<file path="src/rtl/axi4_to_apb_bridge_pkg.sv">
// Shared encodings for the AXI4-to-APB bridge: FSM states, AXI response and burst codes.
package axi_apb_pkg;

   localparam logic [2:0] ST_IDLE   = 3'd0;
   localparam logic [2:0] ST_WDATA  = 3'd1;
   localparam logic [2:0] ST_SETUP  = 3'd2;
   localparam logic [2:0] ST_ACCESS = 3'd3;
   localparam logic [2:0] ST_RRESP  = 3'd4;
   localparam logic [2:0] ST_BRESP  = 3'd5;

   localparam logic [1:0] RESP_OKAY   = 2'b00;
   localparam logic [1:0] RESP_SLVERR = 2'b10;

   localparam logic [1:0] BURST_FIXED = 2'b00;
   localparam logic [1:0] BURST_INCR  = 2'b01;
   localparam logic [1:0] BURST_WRAP  = 2'b10;

   function automatic logic [1:0] apb_resp(input logic slverr);
      return slverr ? RESP_SLVERR : RESP_OKAY;
   endfunction

endpackage

</file>
<file path="src/rtl/axi4_to_apb_bridge_if.sv">
// Bus bundle between the 32-bit AXI4 upstream master, the bridge and its APB4 peripheral segment.
interface axi4_to_apb_bridge_if #(
   parameter int ADDR_W = 32,
   parameter int ID_W   = 4
);
   logic              in_awvalid;
   logic              in_awready;
   logic [ID_W-1:0]   in_awid;
   logic [ADDR_W-1:0] in_awaddr;
   logic [7:0]        in_awlen;
   logic [2:0]        in_awsize;
   logic [1:0]        in_awburst;

   logic              in_wvalid;
   logic              in_wready;
   logic [31:0]       in_wdata;
   logic [3:0]        in_wstrb;
   logic              in_wlast;

   logic              in_bvalid;
   logic              in_bready;
   logic [ID_W-1:0]   in_bid;
   logic [1:0]        in_bresp;

   logic              in_arvalid;
   logic              in_arready;
   logic [ID_W-1:0]   in_arid;
   logic [ADDR_W-1:0] in_araddr;
   logic [7:0]        in_arlen;
   logic [2:0]        in_arsize;
   logic [1:0]        in_arburst;

   logic              in_rvalid;
   logic              in_rready;
   logic [ID_W-1:0]   in_rid;
   logic [31:0]       in_rdata;
   logic [1:0]        in_rresp;
   logic              in_rlast;

   logic              apb_psel;
   logic              apb_penable;
   logic              apb_pwrite;
   logic [ADDR_W-1:0] apb_paddr;
   logic [31:0]       apb_pwdata;
   logic [3:0]        apb_pstrb;
   logic [2:0]        apb_pprot;
   logic              apb_pready;
   logic              apb_pslverr;
   logic [31:0]       apb_prdata;

   // Bridge view: AXI slave towards upstream, APB requester towards the peripherals.
   modport slave (
      input  in_awvalid, in_awid, in_awaddr, in_awlen, in_awsize, in_awburst,
      output in_awready,
      input  in_wvalid, in_wdata, in_wstrb, in_wlast,
      output in_wready,
      output in_bvalid, in_bid, in_bresp,
      input  in_bready,
      input  in_arvalid, in_arid, in_araddr, in_arlen, in_arsize, in_arburst,
      output in_arready,
      output in_rvalid, in_rid, in_rdata, in_rresp, in_rlast,
      input  in_rready,
      output apb_psel, apb_penable, apb_pwrite, apb_paddr, apb_pwdata, apb_pstrb, apb_pprot,
      input  apb_pready, apb_pslverr, apb_prdata
   );

   modport master (
      output in_awvalid, in_awid, in_awaddr, in_awlen, in_awsize, in_awburst,
      input  in_awready,
      output in_wvalid, in_wdata, in_wstrb, in_wlast,
      input  in_wready,
      input  in_bvalid, in_bid, in_bresp,
      output in_bready,
      output in_arvalid, in_arid, in_araddr, in_arlen, in_arsize, in_arburst,
      input  in_arready,
      input  in_rvalid, in_rid, in_rdata, in_rresp, in_rlast,
      output in_rready,
      input  apb_psel, apb_penable, apb_pwrite, apb_paddr, apb_pwdata, apb_pstrb, apb_pprot,
      output apb_pready, apb_pslverr, apb_prdata
   );
endinterface

</file>
<file path="src/rtl/axi4_to_apb_bridge.sv">
// Serialises 32-bit AXI4 traffic into APB4 transfers, one APB access per AXI beat,
// with a single outstanding transaction and all outputs registered except the readies.
module axi4_to_apb_bridge
   import axi_apb_pkg::*;
#(
   parameter int ADDR_W   = 32,
   parameter int ID_W     = 4,
   parameter bit RD_FIRST = 1'b1
) (
   input logic                  clock,
   input logic                  reset,
   axi4_to_apb_bridge_if.slave  bus
);

   logic [2:0]        state;
   logic [ID_W-1:0]   id_q;
   logic [ADDR_W-1:0] addr_q;
   logic [7:0]        cnt_q;
   logic [1:0]        burst_q;
   logic              err_q;
   logic              pwrite_q;
   logic              psel_q;
   logic              penable_q;
   logic [31:0]       pwdata_q;
   logic [3:0]        pstrb_q;
   logic              rvalid_q;
   logic              rlast_q;
   logic [31:0]       rdata_q;
   logic [1:0]        rresp_q;
   logic              bvalid_q;
   logic [1:0]        bresp_q;
   logic              ar_ready;
   logic              aw_ready;
   logic              unused_ok;

   // Beat size is always 32 bits and the beat counter decides the last beat.
   assign unused_ok = ^{bus.in_awsize, bus.in_arsize, bus.in_wlast};

   function automatic logic [ADDR_W-1:0] next_addr(input logic [ADDR_W-1:0] a,
                                                   input logic [1:0]        burst);
      return (burst == BURST_FIXED) ? a : a + ADDR_W'(4);
   endfunction

   // Only the arbitration winner sees ready; the loser keeps its request pending.
   always_comb begin
      ar_ready = 1'b0;
      aw_ready = 1'b0;
      if (state == ST_IDLE) begin
         if (RD_FIRST) begin
            ar_ready = 1'b1;
            aw_ready = !bus.in_arvalid;
         end else begin
            aw_ready = 1'b1;
            ar_ready = !bus.in_awvalid;
         end
      end
   end

   always_ff @(posedge clock or negedge reset) begin
      if (!reset) begin
         state     <= ST_IDLE;
         id_q      <= '0;
         addr_q    <= '0;
         cnt_q     <= '0;
         burst_q   <= '0;
         err_q     <= 1'b0;
         pwrite_q  <= 1'b0;
         psel_q    <= 1'b0;
         penable_q <= 1'b0;
         pwdata_q  <= '0;
         pstrb_q   <= '0;
         rvalid_q  <= 1'b0;
         rlast_q   <= 1'b0;
         rdata_q   <= '0;
         rresp_q   <= RESP_OKAY;
         bvalid_q  <= 1'b0;
         bresp_q   <= RESP_OKAY;
      end else begin
         case (state)
            ST_IDLE: begin
               if (ar_ready && bus.in_arvalid) begin
                  id_q     <= bus.in_arid;
                  addr_q   <= bus.in_araddr;
                  cnt_q    <= bus.in_arlen;
                  burst_q  <= bus.in_arburst;
                  pwrite_q <= 1'b0;
                  pstrb_q  <= '0;
                  psel_q   <= 1'b1;
                  state    <= ST_SETUP;
               end else if (aw_ready && bus.in_awvalid) begin
                  id_q     <= bus.in_awid;
                  addr_q   <= bus.in_awaddr;
                  cnt_q    <= bus.in_awlen;
                  burst_q  <= bus.in_awburst;
                  pwrite_q <= 1'b1;
                  state    <= ST_WDATA;
               end
            end
            ST_WDATA: begin
               if (bus.in_wvalid) begin
                  pwdata_q <= bus.in_wdata;
                  pstrb_q  <= bus.in_wstrb;
                  psel_q   <= 1'b1;
                  state    <= ST_SETUP;
               end
            end
            ST_SETUP: begin
               penable_q <= 1'b1;
               state     <= ST_ACCESS;
            end
            ST_ACCESS: begin
               if (bus.apb_pready) begin
                  psel_q    <= 1'b0;
                  penable_q <= 1'b0;
                  if (!pwrite_q) begin
                     rdata_q  <= bus.apb_prdata;
                     rresp_q  <= apb_resp(bus.apb_pslverr);
                     rlast_q  <= (cnt_q == 8'd0);
                     rvalid_q <= 1'b1;
                     state    <= ST_RRESP;
                  end else begin
                     err_q <= err_q | bus.apb_pslverr;
                     if (cnt_q == 8'd0) begin
                        bresp_q  <= apb_resp(err_q | bus.apb_pslverr);
                        bvalid_q <= 1'b1;
                        state    <= ST_BRESP;
                     end else begin
                        cnt_q  <= cnt_q - 8'd1;
                        addr_q <= next_addr(addr_q, burst_q);
                        state  <= ST_WDATA;
                     end
                  end
               end
            end
            ST_RRESP: begin
               if (bus.in_rready) begin
                  rvalid_q <= 1'b0;
                  if (rlast_q) begin
                     rlast_q <= 1'b0;
                     state   <= ST_IDLE;
                  end else begin
                     cnt_q  <= cnt_q - 8'd1;
                     addr_q <= next_addr(addr_q, burst_q);
                     psel_q <= 1'b1;
                     state  <= ST_SETUP;
                  end
               end
            end
            ST_BRESP: begin
               if (bus.in_bready) begin
                  bvalid_q <= 1'b0;
                  err_q    <= 1'b0;
                  state    <= ST_IDLE;
               end
            end
            default: state <= ST_IDLE;
         endcase
      end
   end

   assign bus.in_arready  = ar_ready;
   assign bus.in_awready  = aw_ready;
   assign bus.in_wready   = (state == ST_WDATA);
   assign bus.in_bvalid   = bvalid_q;
   assign bus.in_bid      = id_q;
   assign bus.in_bresp    = bresp_q;
   assign bus.in_rvalid   = rvalid_q;
   assign bus.in_rid      = id_q;
   assign bus.in_rdata    = rdata_q;
   assign bus.in_rresp    = rresp_q;
   assign bus.in_rlast    = rlast_q;
   assign bus.apb_psel    = psel_q;
   assign bus.apb_penable = penable_q;
   assign bus.apb_pwrite  = pwrite_q;
   assign bus.apb_paddr   = addr_q;
   assign bus.apb_pwdata  = pwdata_q;
   assign bus.apb_pstrb   = pstrb_q;
   assign bus.apb_pprot   = 3'b000;

endmodule

</file>
<file path="src/flat_wrapper.sv">
// flat-port wrapper written by rule: the top's interface ports become plain ports
module axi4_to_apb_bridge_flat import axi_apb_pkg::*;
#(
   parameter int ADDR_W   = 32,
   parameter int ID_W     = 4,
   parameter bit RD_FIRST = 1'b1
)
  (clock, reset, bus_in_awvalid, bus_in_awid, bus_in_awaddr, bus_in_awlen, bus_in_awsize, bus_in_awburst, bus_in_awready, bus_in_wvalid, bus_in_wdata, bus_in_wstrb, bus_in_wlast, bus_in_wready, bus_in_bvalid, bus_in_bid, bus_in_bresp, bus_in_bready, bus_in_arvalid, bus_in_arid, bus_in_araddr, bus_in_arlen, bus_in_arsize, bus_in_arburst, bus_in_arready, bus_in_rvalid, bus_in_rid, bus_in_rdata, bus_in_rresp, bus_in_rlast, bus_in_rready, bus_apb_psel, bus_apb_penable, bus_apb_pwrite, bus_apb_paddr, bus_apb_pwdata, bus_apb_pstrb, bus_apb_pprot, bus_apb_pready, bus_apb_pslverr, bus_apb_prdata);
  axi4_to_apb_bridge_if #(.ADDR_W(ADDR_W), .ID_W(ID_W)) bus_i ();
  input logic clock;
  input logic reset;
  input wire logic [$bits(bus_i.in_awvalid)-1:0] bus_in_awvalid;
  input wire logic [$bits(bus_i.in_awid)-1:0] bus_in_awid;
  input wire logic [$bits(bus_i.in_awaddr)-1:0] bus_in_awaddr;
  input wire logic [$bits(bus_i.in_awlen)-1:0] bus_in_awlen;
  input wire logic [$bits(bus_i.in_awsize)-1:0] bus_in_awsize;
  input wire logic [$bits(bus_i.in_awburst)-1:0] bus_in_awburst;
  output wire logic [$bits(bus_i.in_awready)-1:0] bus_in_awready;
  input wire logic [$bits(bus_i.in_wvalid)-1:0] bus_in_wvalid;
  input wire logic [$bits(bus_i.in_wdata)-1:0] bus_in_wdata;
  input wire logic [$bits(bus_i.in_wstrb)-1:0] bus_in_wstrb;
  input wire logic [$bits(bus_i.in_wlast)-1:0] bus_in_wlast;
  output wire logic [$bits(bus_i.in_wready)-1:0] bus_in_wready;
  output wire logic [$bits(bus_i.in_bvalid)-1:0] bus_in_bvalid;
  output wire logic [$bits(bus_i.in_bid)-1:0] bus_in_bid;
  output wire logic [$bits(bus_i.in_bresp)-1:0] bus_in_bresp;
  input wire logic [$bits(bus_i.in_bready)-1:0] bus_in_bready;
  input wire logic [$bits(bus_i.in_arvalid)-1:0] bus_in_arvalid;
  input wire logic [$bits(bus_i.in_arid)-1:0] bus_in_arid;
  input wire logic [$bits(bus_i.in_araddr)-1:0] bus_in_araddr;
  input wire logic [$bits(bus_i.in_arlen)-1:0] bus_in_arlen;
  input wire logic [$bits(bus_i.in_arsize)-1:0] bus_in_arsize;
  input wire logic [$bits(bus_i.in_arburst)-1:0] bus_in_arburst;
  output wire logic [$bits(bus_i.in_arready)-1:0] bus_in_arready;
  output wire logic [$bits(bus_i.in_rvalid)-1:0] bus_in_rvalid;
  output wire logic [$bits(bus_i.in_rid)-1:0] bus_in_rid;
  output wire logic [$bits(bus_i.in_rdata)-1:0] bus_in_rdata;
  output wire logic [$bits(bus_i.in_rresp)-1:0] bus_in_rresp;
  output wire logic [$bits(bus_i.in_rlast)-1:0] bus_in_rlast;
  input wire logic [$bits(bus_i.in_rready)-1:0] bus_in_rready;
  output wire logic [$bits(bus_i.apb_psel)-1:0] bus_apb_psel;
  output wire logic [$bits(bus_i.apb_penable)-1:0] bus_apb_penable;
  output wire logic [$bits(bus_i.apb_pwrite)-1:0] bus_apb_pwrite;
  output wire logic [$bits(bus_i.apb_paddr)-1:0] bus_apb_paddr;
  output wire logic [$bits(bus_i.apb_pwdata)-1:0] bus_apb_pwdata;
  output wire logic [$bits(bus_i.apb_pstrb)-1:0] bus_apb_pstrb;
  output wire logic [$bits(bus_i.apb_pprot)-1:0] bus_apb_pprot;
  input wire logic [$bits(bus_i.apb_pready)-1:0] bus_apb_pready;
  input wire logic [$bits(bus_i.apb_pslverr)-1:0] bus_apb_pslverr;
  input wire logic [$bits(bus_i.apb_prdata)-1:0] bus_apb_prdata;
  assign bus_i.in_awvalid = bus_in_awvalid;
  assign bus_i.in_awid = bus_in_awid;
  assign bus_i.in_awaddr = bus_in_awaddr;
  assign bus_i.in_awlen = bus_in_awlen;
  assign bus_i.in_awsize = bus_in_awsize;
  assign bus_i.in_awburst = bus_in_awburst;
  assign bus_in_awready = bus_i.in_awready;
  assign bus_i.in_wvalid = bus_in_wvalid;
  assign bus_i.in_wdata = bus_in_wdata;
  assign bus_i.in_wstrb = bus_in_wstrb;
  assign bus_i.in_wlast = bus_in_wlast;
  assign bus_in_wready = bus_i.in_wready;
  assign bus_in_bvalid = bus_i.in_bvalid;
  assign bus_in_bid = bus_i.in_bid;
  assign bus_in_bresp = bus_i.in_bresp;
  assign bus_i.in_bready = bus_in_bready;
  assign bus_i.in_arvalid = bus_in_arvalid;
  assign bus_i.in_arid = bus_in_arid;
  assign bus_i.in_araddr = bus_in_araddr;
  assign bus_i.in_arlen = bus_in_arlen;
  assign bus_i.in_arsize = bus_in_arsize;
  assign bus_i.in_arburst = bus_in_arburst;
  assign bus_in_arready = bus_i.in_arready;
  assign bus_in_rvalid = bus_i.in_rvalid;
  assign bus_in_rid = bus_i.in_rid;
  assign bus_in_rdata = bus_i.in_rdata;
  assign bus_in_rresp = bus_i.in_rresp;
  assign bus_in_rlast = bus_i.in_rlast;
  assign bus_i.in_rready = bus_in_rready;
  assign bus_apb_psel = bus_i.apb_psel;
  assign bus_apb_penable = bus_i.apb_penable;
  assign bus_apb_pwrite = bus_i.apb_pwrite;
  assign bus_apb_paddr = bus_i.apb_paddr;
  assign bus_apb_pwdata = bus_i.apb_pwdata;
  assign bus_apb_pstrb = bus_i.apb_pstrb;
  assign bus_apb_pprot = bus_i.apb_pprot;
  assign bus_i.apb_pready = bus_apb_pready;
  assign bus_i.apb_pslverr = bus_apb_pslverr;
  assign bus_i.apb_prdata = bus_apb_prdata;
  axi4_to_apb_bridge #(.ADDR_W(ADDR_W), .ID_W(ID_W), .RD_FIRST(RD_FIRST)) u_core (.clock(clock), .reset(reset), .bus(bus_i));
endmodule
</file>
<file path="config.mk">
export PLATFORM = sky130hd
export DESIGN_NAME = axi4_to_apb_bridge_flat
export DESIGN_NICKNAME = d
export VERILOG_FILES = /design/src/rtl/axi4_to_apb_bridge_pkg.sv /design/src/rtl/axi4_to_apb_bridge_if.sv /design/src/rtl/axi4_to_apb_bridge.sv /design/src/flat_wrapper.sv
export SDC_FILE = /design/constraint.sdc
export NUM_CORES = 1
export LEC_CHECK = 0
export BUFFER_PORTS_ARGS = -buffer_cell sky130_fd_sc_hd__buf_4
export CORE_ASPECT_RATIO = 0.6
export CORE_MARGIN = 5
export CORE_UTILIZATION = 30
export DETAILED_ROUTE_END_ITERATION = 16
export GPL_TIMING_DRIVEN = 0
export HOLD_SLACK_MARGIN = 0.03
export PLACE_DENSITY_LB_ADDON = 0.12
export SETUP_SLACK_MARGIN = 0.4
export SYNTH_ARGS = -nofsm -noshare
export SYNTH_HDL_FRONTEND = slang
export SYNTH_SLANG_ARGS = --single-unit
</file>
<file path="constraint.sdc">
create_clock -name clock -period 2.4 [get_ports clock]
set_clock_uncertainty 0.2 [all_clocks]
set_input_delay 0.24 -clock clock [delete_from_list [all_inputs] [get_ports clock]]
set_output_delay 0.24 -clock clock [all_outputs]
set_load 0.02 [all_outputs]
</file>
==> results of run 1 <==
layout by cell type, fill, tap and decap left out, types with 4 or more instances in the layout:
cell type      synthesis  routed
or3_1                  6       5
nor4_4                 0       4
o21ai_1                2       5
conb_1                 1       5
nand4_1               11      11
dfrtp_1              126     126
inv_1                  7       4
nand2_4                0       7
clkbuf_8               0       4
nor2b_1                6       4
nor2_1                37      32
a21o_1                 6       6
buf_4                 14     345
buf_6                  3      20
o21ai_2                0       5
clkinv_2               0       4
dlygate4sd3_1          0     119
nand2_2                0       5
clkbuf_16              0      26
buf_8                  0      12
a21oi_2                0      27
mux2_2                65      63
a21oi_1               57      29
a32oi_1                5       5
and3_1                 8       7
o31ai_1               10       8
nand3_1               29      29
a31oi_1               16      14
clkbuf_1              16       6
buf_12                 0       6
mux2i_1                6       4
nand2_1              111      99
o21ai_0               33      25
o22a_1                 9       9
final cells by class:
type,instances,area [sq um]
clock buffers,22,464
inverters,8,35.0
flip-flops and latches,126,3150
clock inverters,10,90.1
repair buffers,472,4090
multi-input cells,489,3610
well taps,286,358
fillers,1872,9410
plain buffers,54,607
sequential cells by signal, summed over array words and instances (netlist names), 2 cells and up:
name	count
u_core.bus.apb_paddr	32
u_core.bus.apb_pwdata	32
u_core.bus.in_rdata	32
u_core.cnt_q	8
u_core.bus.apb_pstrb	4
u_core.bus.in_bid	4
u_core.state	3
u_core.burst_q	2
cell families (layout without fill, tap and decap cells):
family,Yosys count,count (layout),synth area share (%)
compound gates,169,169,16.7
fa+ha+maj,2,2,0.380
buf+inv,62,566,5.04
flops,126,126,47.9
mux,71,71,12.0
other cells,1,5,0.0570
simple gates,242,242,17.8
final timing paths:
kind	slack [ps]	to	depth (start not counted)
worst max-delay path	70	u_core.bus.apb_paddr[5]$_DFFE_PN0P_	8
worst min-delay path	40	u_core.bus.apb_paddr[10]$_DFFE_PN0P_	4
worst max register to register	70	u_core.bus.apb_paddr[5]$_DFFE_PN0P_	8
worst min register to register	290	u_core.bus.in_rvalid$_DFFE_PN0P_	1
max in group asynchronous	1110	u_core.bus.apb_paddr[21]$_DFFE_PN0P_	3
min in group asynchronous	100	u_core.bus.in_rdata[29]$_DFFE_PN0P_	2
worst reg2reg max path: stages, from the launching register on:
cell,delay (ps)
dfrtp_1,390
inv_2,80
ha_4,130
or3b_4,410
o21a_4,260
o2111ai_4,300
buf_6,200
a21oi_2,40
o22a_1,210
layer usage:
layer	vias up	track usage (%)	wire, um
met4	0	5.90	491
met3	40	5.88	2120
met2	289	32.0	12400
met1	3572	31.5	13500
met5	-	0	0
li1	3429	-	-
repair_timing:
item | in CTS | in global routing
cloned | 6 | 8
setup buffers | 19 | 32
setup endpoints to repair | 124 | 125
hold buffers | 119 | 0
pin swaps | 20 | 30
endpoints found under the hold margin | 225 | 0
resized for setup | 91 | 94
report_power, final:
part | internal, mW | total, mW | switching, mW
Combinational | 5.50 | 11.4 | 5.87
Sequential | 3.21 | 4.12 | 0.906
Clock | 1.47 | 2.47 | 0.996
==> flow_metrics.py, run 1 <==
metrics = {
    "grt": {
        "grt_antenna_before_repair": 0,
        "leftover_overflow_at_the_end_of_global_routing": 0,
        "grt_max_degree": 88,
        "grt_pass1_wl_um": 43000,
        "gr-usage-all-layers_pct": 21.8,
        "via_count_of_the_first_global_routing_pass": 7322,
    },
    "worst_setup_path": {
        "worstReg2RegStart": "u_core.cnt_q[1]$_DFFE_PN0P_",
        "worst-path-buf-inv": 2,
        "worstPathArrival_ps": 2440,
        "crit_path_end_kind": "flop",
        "cpLargestDelayFamily": "compound AO/OA/AOI/OAI gates",
        "crit_chain": "inv_2 > ha_4 > or3b_4 > o21a_4 > o2111ai_4 > buf_6 > a21oi_2 > o22a_1",
        "cpPeakStageDelay_ps": 410,
        "path_max_fanout": 6,
        "worst_setup_path_startpoint": "u_core.cnt_q[1]$_DFFE_PN0P_",
        "start_kind": "flop",
        "worstSetupPathType": "reg -> reg",
        "timing.critical_path.slowest_stage_cell": "or3b_4",
        "worst-endpoint-required_ps": 2510,
    },
    "final_layout": {
        "antenna-diode-count": 0,
        "finalInstanceArea_sq_um": 12400,
        "final_cell_count_no_fill": 1467,
        "final_layout_size_suffix_gt1_share_pct": 50.4,
        "flow.area_growth_from_synthesis_pct": 88.6,
        "layout.core_utilization_pct": 56.9,
        "design.final.nets": 1346,
    },
    "placement": {
        "port_buffers": 287,
        "numPlacedInstances": 1251,
        "place.gp.congestion": 0.860,
        "dp_worst_setup_slack_ps": -258,
        "detailed_place.area_sq_um": 9300,
        "hpwl_reported_at_the_end_of_detailed_placement_um": 19500,
    },
    "sta": {
        "finalMaxSlewViolations": 0,
        "final_worst_path_period_need_ps": 2330,
        "fin_worst_hold_slack_ps": 38.9,
        "layout_setup_ws_ps": 66.0,
        "fin_crit_sh_pct": 97.3,
        "timing.final.hold_violations": 0,
        "setup_total_negative_slack_ps": 0,
        "timing.fmax_mhz": 428,
        "grt_setup_unrepaired": "yes",
        "setup_viol": 0,
    },
    "detailed_routing": {
        "drc": 0,
        "drtPass1Iterations": 5,
        "vias_per_cell": 5.00,
        "vias_after_detailed_routing": 7330,
        "detail_route.wl_per_cell_um": 19.4,
        "antenna_violating_nets_post_route": 0,
        "initialDrtViolationCount": 477,
        "drt-total-wl_um": 28500,
    },
    "power_and_ir_drop": {
        "ir_drop_mv": 0.674,
        "fin_total_pwr_mw": 18.0,
        "power_per_cell_area_nw_per_um2": 1450,
        "power_leakage_nw": 5.70,
    },
    "status": {
        "outcome": "finished clean",
    },
    "yosys": {
        "post-synth-top-count-cell": "dfrtp_1",
        "synth_warnings": 0,
        "total_of_flip_flops_plus_latches_after_synthesis": 126,
        "synthCells": 673,
        "synth-seq-area-share_pct": 47.9,
        "ys.flop_type": "dfrtp_1",
        "top_cell_type_by_total_area_after_synthesis": "dfrtp_1",
        "netlist_top_cells_count": "126 x dfrtp_1, 111 x nand2_1, 65 x mux2_2",
        "synth_cell_type_count": 64,
        "mappedNetlistArea_sq_um": 6580,
        "synthArstFlopShare_pct": 100,
        "synth_top_cells_by_area": "dfrtp_1 48%, mux2_2 11%, nand2_1 6.3%",
        "syn_avg_cell_area_sq_um": 9.77,
        "synth_enable_flop_cells": 0,
        "synth_largest_type_area_fraction_pct": 47.9,
    },
    "clock_tree": {
        "clk_pin_slew_ps": 50,
        "tritoncts_clock_tree": "done",
        "clock_path_buffers": 2,
        "sinks_on_the_clock_net": 126,
        "clock_latency_on_the_worst_skew_pair_ps": 430,
        "ctsHtreeMaxLevel": 4,
        "cts_inserted_buffers": 17,
        "clockRootBuffer": "clkbuf_16",
    },
    "die": {
        "die_area_sq_um": 25100,
        "floorplan.die.height_um": 125,
        "boundaryPins": 300,
        "initial_core_util_pct": 30.2,
        "rows": 42,
        "fp.dieW_um": 201,
        "core_sq_um": 21800,
    },
    "hold_path": {
        "holdCritPathClass": "in -> reg",
        "min-delay-start": "bus_in_awaddr[10]",
    },
    "run": {
        "drv_cap": 0,
    },
}
Power figures use the tool's default switching activity.
==> inputs of run 2 (changes only) <==
CORE_ASPECT_RATIO = unset   (was 0.6)
==> run 2 against run 1 <==
Effect of this change: global-route usage fell by 0.22 points; worst setup slack better by 26 ps; die area fell by 0.39%; clock power increased by 9.7%; first-iteration DRC count is 14% higher; wire length is 1.2% lower; critical path type unchanged.
==> flow_metrics.py, run 2 (synthesis results as in run 1) <==
metrics = {
    "hold_path": {
        "min-delay-start": "bus_in_awlen[6]",
        "holdCritPathClass": "in -> reg",
    },
    "worst_setup_path": {
        "crit_chain": "inv_2 > ha_4 > or3b_4 > o21a_4 > o2111a_2 > buf_12 > buf_12 > a21oi_2 > nor2_1",
        "crit_cells": 9,
        "cpLargestDelayFamily": "compound AO/OA/AOI/OAI gates",
        "cp-endpoint": "u_core.bus.apb_paddr[6]$_DFFE_PN0P_",
        "worstRegToRegCells": 9,
        "crit_path_end_kind": "flop",
        "cpPeakStageDelay_ps": 390,
        "worst_setup_path_startpoint": "u_core.cnt_q[1]$_DFFE_PN0P_",
        "path_max_fanout": 8,
        "regToRegSetupSlack_ps": 90,
        "start_kind": "flop",
        "timing.rr.end": "u_core.bus.apb_paddr[6]$_DFFE_PN0P_",
        "timing.critical_path.slowest_stage_cell": "dfrtp_1",
        "worstPathArrival_ps": 2410,
        "cpMostUsedCell": "buf_12",
        "worstReg2RegStart": "u_core.cnt_q[1]$_DFFE_PN0P_",
        "worstSetupPathType": "reg -> reg",
        "worst-endpoint-required_ps": 2510,
        "worst-path-buf-inv": 3,
    },
    "placement": {
        "port_buffers": 287,
        "hpwl_reported_at_the_end_of_detailed_placement_um": 18600,
        "dp_worst_setup_slack_ps": -281,
        "numPlacedInstances": 1245,
        "place.gp.congestion": 0.873,
    },
    "grt": {
        "grt_pass1_wl_um": 41600,
        "grt_antenna_before_repair": 0,
        "grt_max_degree": 80,
        "gr-usage-all-layers_pct": 21.5,
        "leftover_overflow_at_the_end_of_global_routing": 0,
        "via_count_of_the_first_global_routing_pass": 7399,
    },
    "power_and_ir_drop": {
        "power_per_cell_area_nw_per_um2": 1490,
        "power_switching_share_pct": 42.4,
        "clkPwrFrac_pct": 14.4,
        "ir_drop_mv": 0.662,
        "power_frac_seq_pct": 21.8,
        "comb_power_share_pct": 63.7,
        "power_leakage_nw": 5.77,
        "internal_power_mw": 10.8,
        "switching_power_mw": 7.95,
    },
    "clock_tree": {
        "clockRootBuffer": "clkbuf_16",
        "cts_inserted_buffers": 17,
        "clock_latency_on_the_worst_skew_pair_ps": 420,
        "tritoncts_clock_tree": "done",
        "clock_path_buffers": 2,
        "ctsHtreeMaxLevel": 4,
        "clk_pin_slew_ps": 60,
        "sinks_on_the_clock_net": 126,
    },
    "sta": {
        "finalMaxSlewViolations": 0,
        "timing.fmax_mhz": 433,
        "final_worst_path_period_need_ps": 2310,
        "setup_total_negative_slack_ps": 0,
        "setup_viol": 0,
        "grt_setup_unrepaired": "yes",
        "fin_crit_sh_pct": 96.2,
        "layout_setup_ws_ps": 91.8,
        "timing.max_slew.rel_slack_pct": 64.3,
        "worstMarginPinSlew_ps": 536,
        "timing.final.hold_violations": 0,
    },
    "die": {
        "initial_core_util_pct": 30.3,
        "fp.dieW_um": 158,
        "die_area_sq_um": 25000,
        "rows": 54,
        "floorplan.die.height_um": 158,
        "boundaryPins": 300,
        "core_sq_um": 21700,
    },
    "detailed_routing": {
        "drc": 0,
        "vias_per_cell": 5.00,
        "drtPass1Iterations": 8,
        "vias_after_detailed_routing": 7320,
        "drt-total-wl_um": 28100,
        "antenna_violating_nets_post_route": 0,
        "initialDrtViolationCount": 546,
        "detail_route.wl_per_cell_um": 19.2,
    },
    "final_layout": {
        "n_fill_cell": 1882,
        "final_layout_size_suffix_gt1_share_pct": 51.4,
        "final_common_cell": "buf_4",
        "final_cell_mix": "340 x buf_4, 125 x dfrtp_1, 116 x dlygate4sd3_1",
        "design.final.nets": 1348,
        "final_cell_count_no_fill": 1463,
        "antenna-diode-count": 0,
        "flow.area_growth_from_synthesis_pct": 91.4,
    },
    "status": {
        "outcome": "finished clean",
    },
    "run": {
        "drv_cap": 0,
    },
}
-- run 2: per-stage QoR --
step	power (mW)	hold WS (ps)	util [%]	instance area, sq um
2_1_floorplan	9.33	-256	-	6760
3_5_place_dp	12.7	29.0	42.8	9290
5_1_grt	19.8	55.9	58.0	12600
6_report	18.8	47.1	58.0	12600
3_3_place_gp	12.7	247	42.7	9260
4_1_cts	18.0	30.7	55.6	12100
-- run 2: worst min-delay path by stage --
| stage | to | slack [ps] | cells past startpoint |
|---|---|---|---|
| after detailed placement | u_core.bus.in_rdata[24]$_DFFE_PN0P_ | 30 | 1 |
| after global placement | u_core.bus.apb_pstrb[2]$_DFFE_PN0P_ | 250 | 3 |
| after global routing | u_core.bus.apb_paddr[10]$_DFFE_PN0P_ | 60 | 4 |
| after CTS | u_core.cnt_q[6]$_DFFE_PN0P_ | 30 | 5 |
| after floorplan | u_core.burst_q[0]$_DFFE_PN0P_ | -260 | 0 |
| final | u_core.cnt_q[6]$_DFFE_PN0P_ | 50 | 5 |
-- run 2: power groups by stage --
stage               clock (mW)  combinational [mW]  sequential [mW]
floorplan                    0                4.28             5.05
global placement             0                8.66             4.04
detailed placement           0                8.69             4.06
CTS                       2.78                11.2             4.05
global route              2.87                12.7             4.24
finish                    2.71                12.0             4.10
-- run 2: repair_timing --
| item | CTS | global route |
|---|---|---|
| pin swaps | 29 | 24 |
| gates resized for setup | 139 | 80 |
| setup endpoints to repair | 119 | 120 |
| buffers inserted | 39 | 19 |
| cloned | 8 | 4 |
| hold buffers | 116 | 0 |
| hold endpoints to repair | 145 | 0 |
-- run 2: area by class of cell --
type,instances,area [sq um],share of cell area [%]
multi-input cells,489,3620,28.8
inverters,8,32.5,0.259
well taps,280,350,2.78
plain buffers,54,671,5.33
flip-flops and latches,126,3150,25.1
clock buffers,18,439,3.49
clock inverters,14,171,1.36
repair buffers,474,4140,32.9
-- run 2: layer usage --
layer,track usage (%),part of all wire (%),wire length [um]
met3,6.67,9.0,2540
met4,7.15,2.1,594
met2,36.1,49,13800
met5,0,0,0
met1,26.5,40,11100
-- run 2: worst min-delay path: stages --
cell     delay [ps]
buf_4            80
nand2_1          50
nand3_2          90
o21ai_2          60
a21oi_2         110
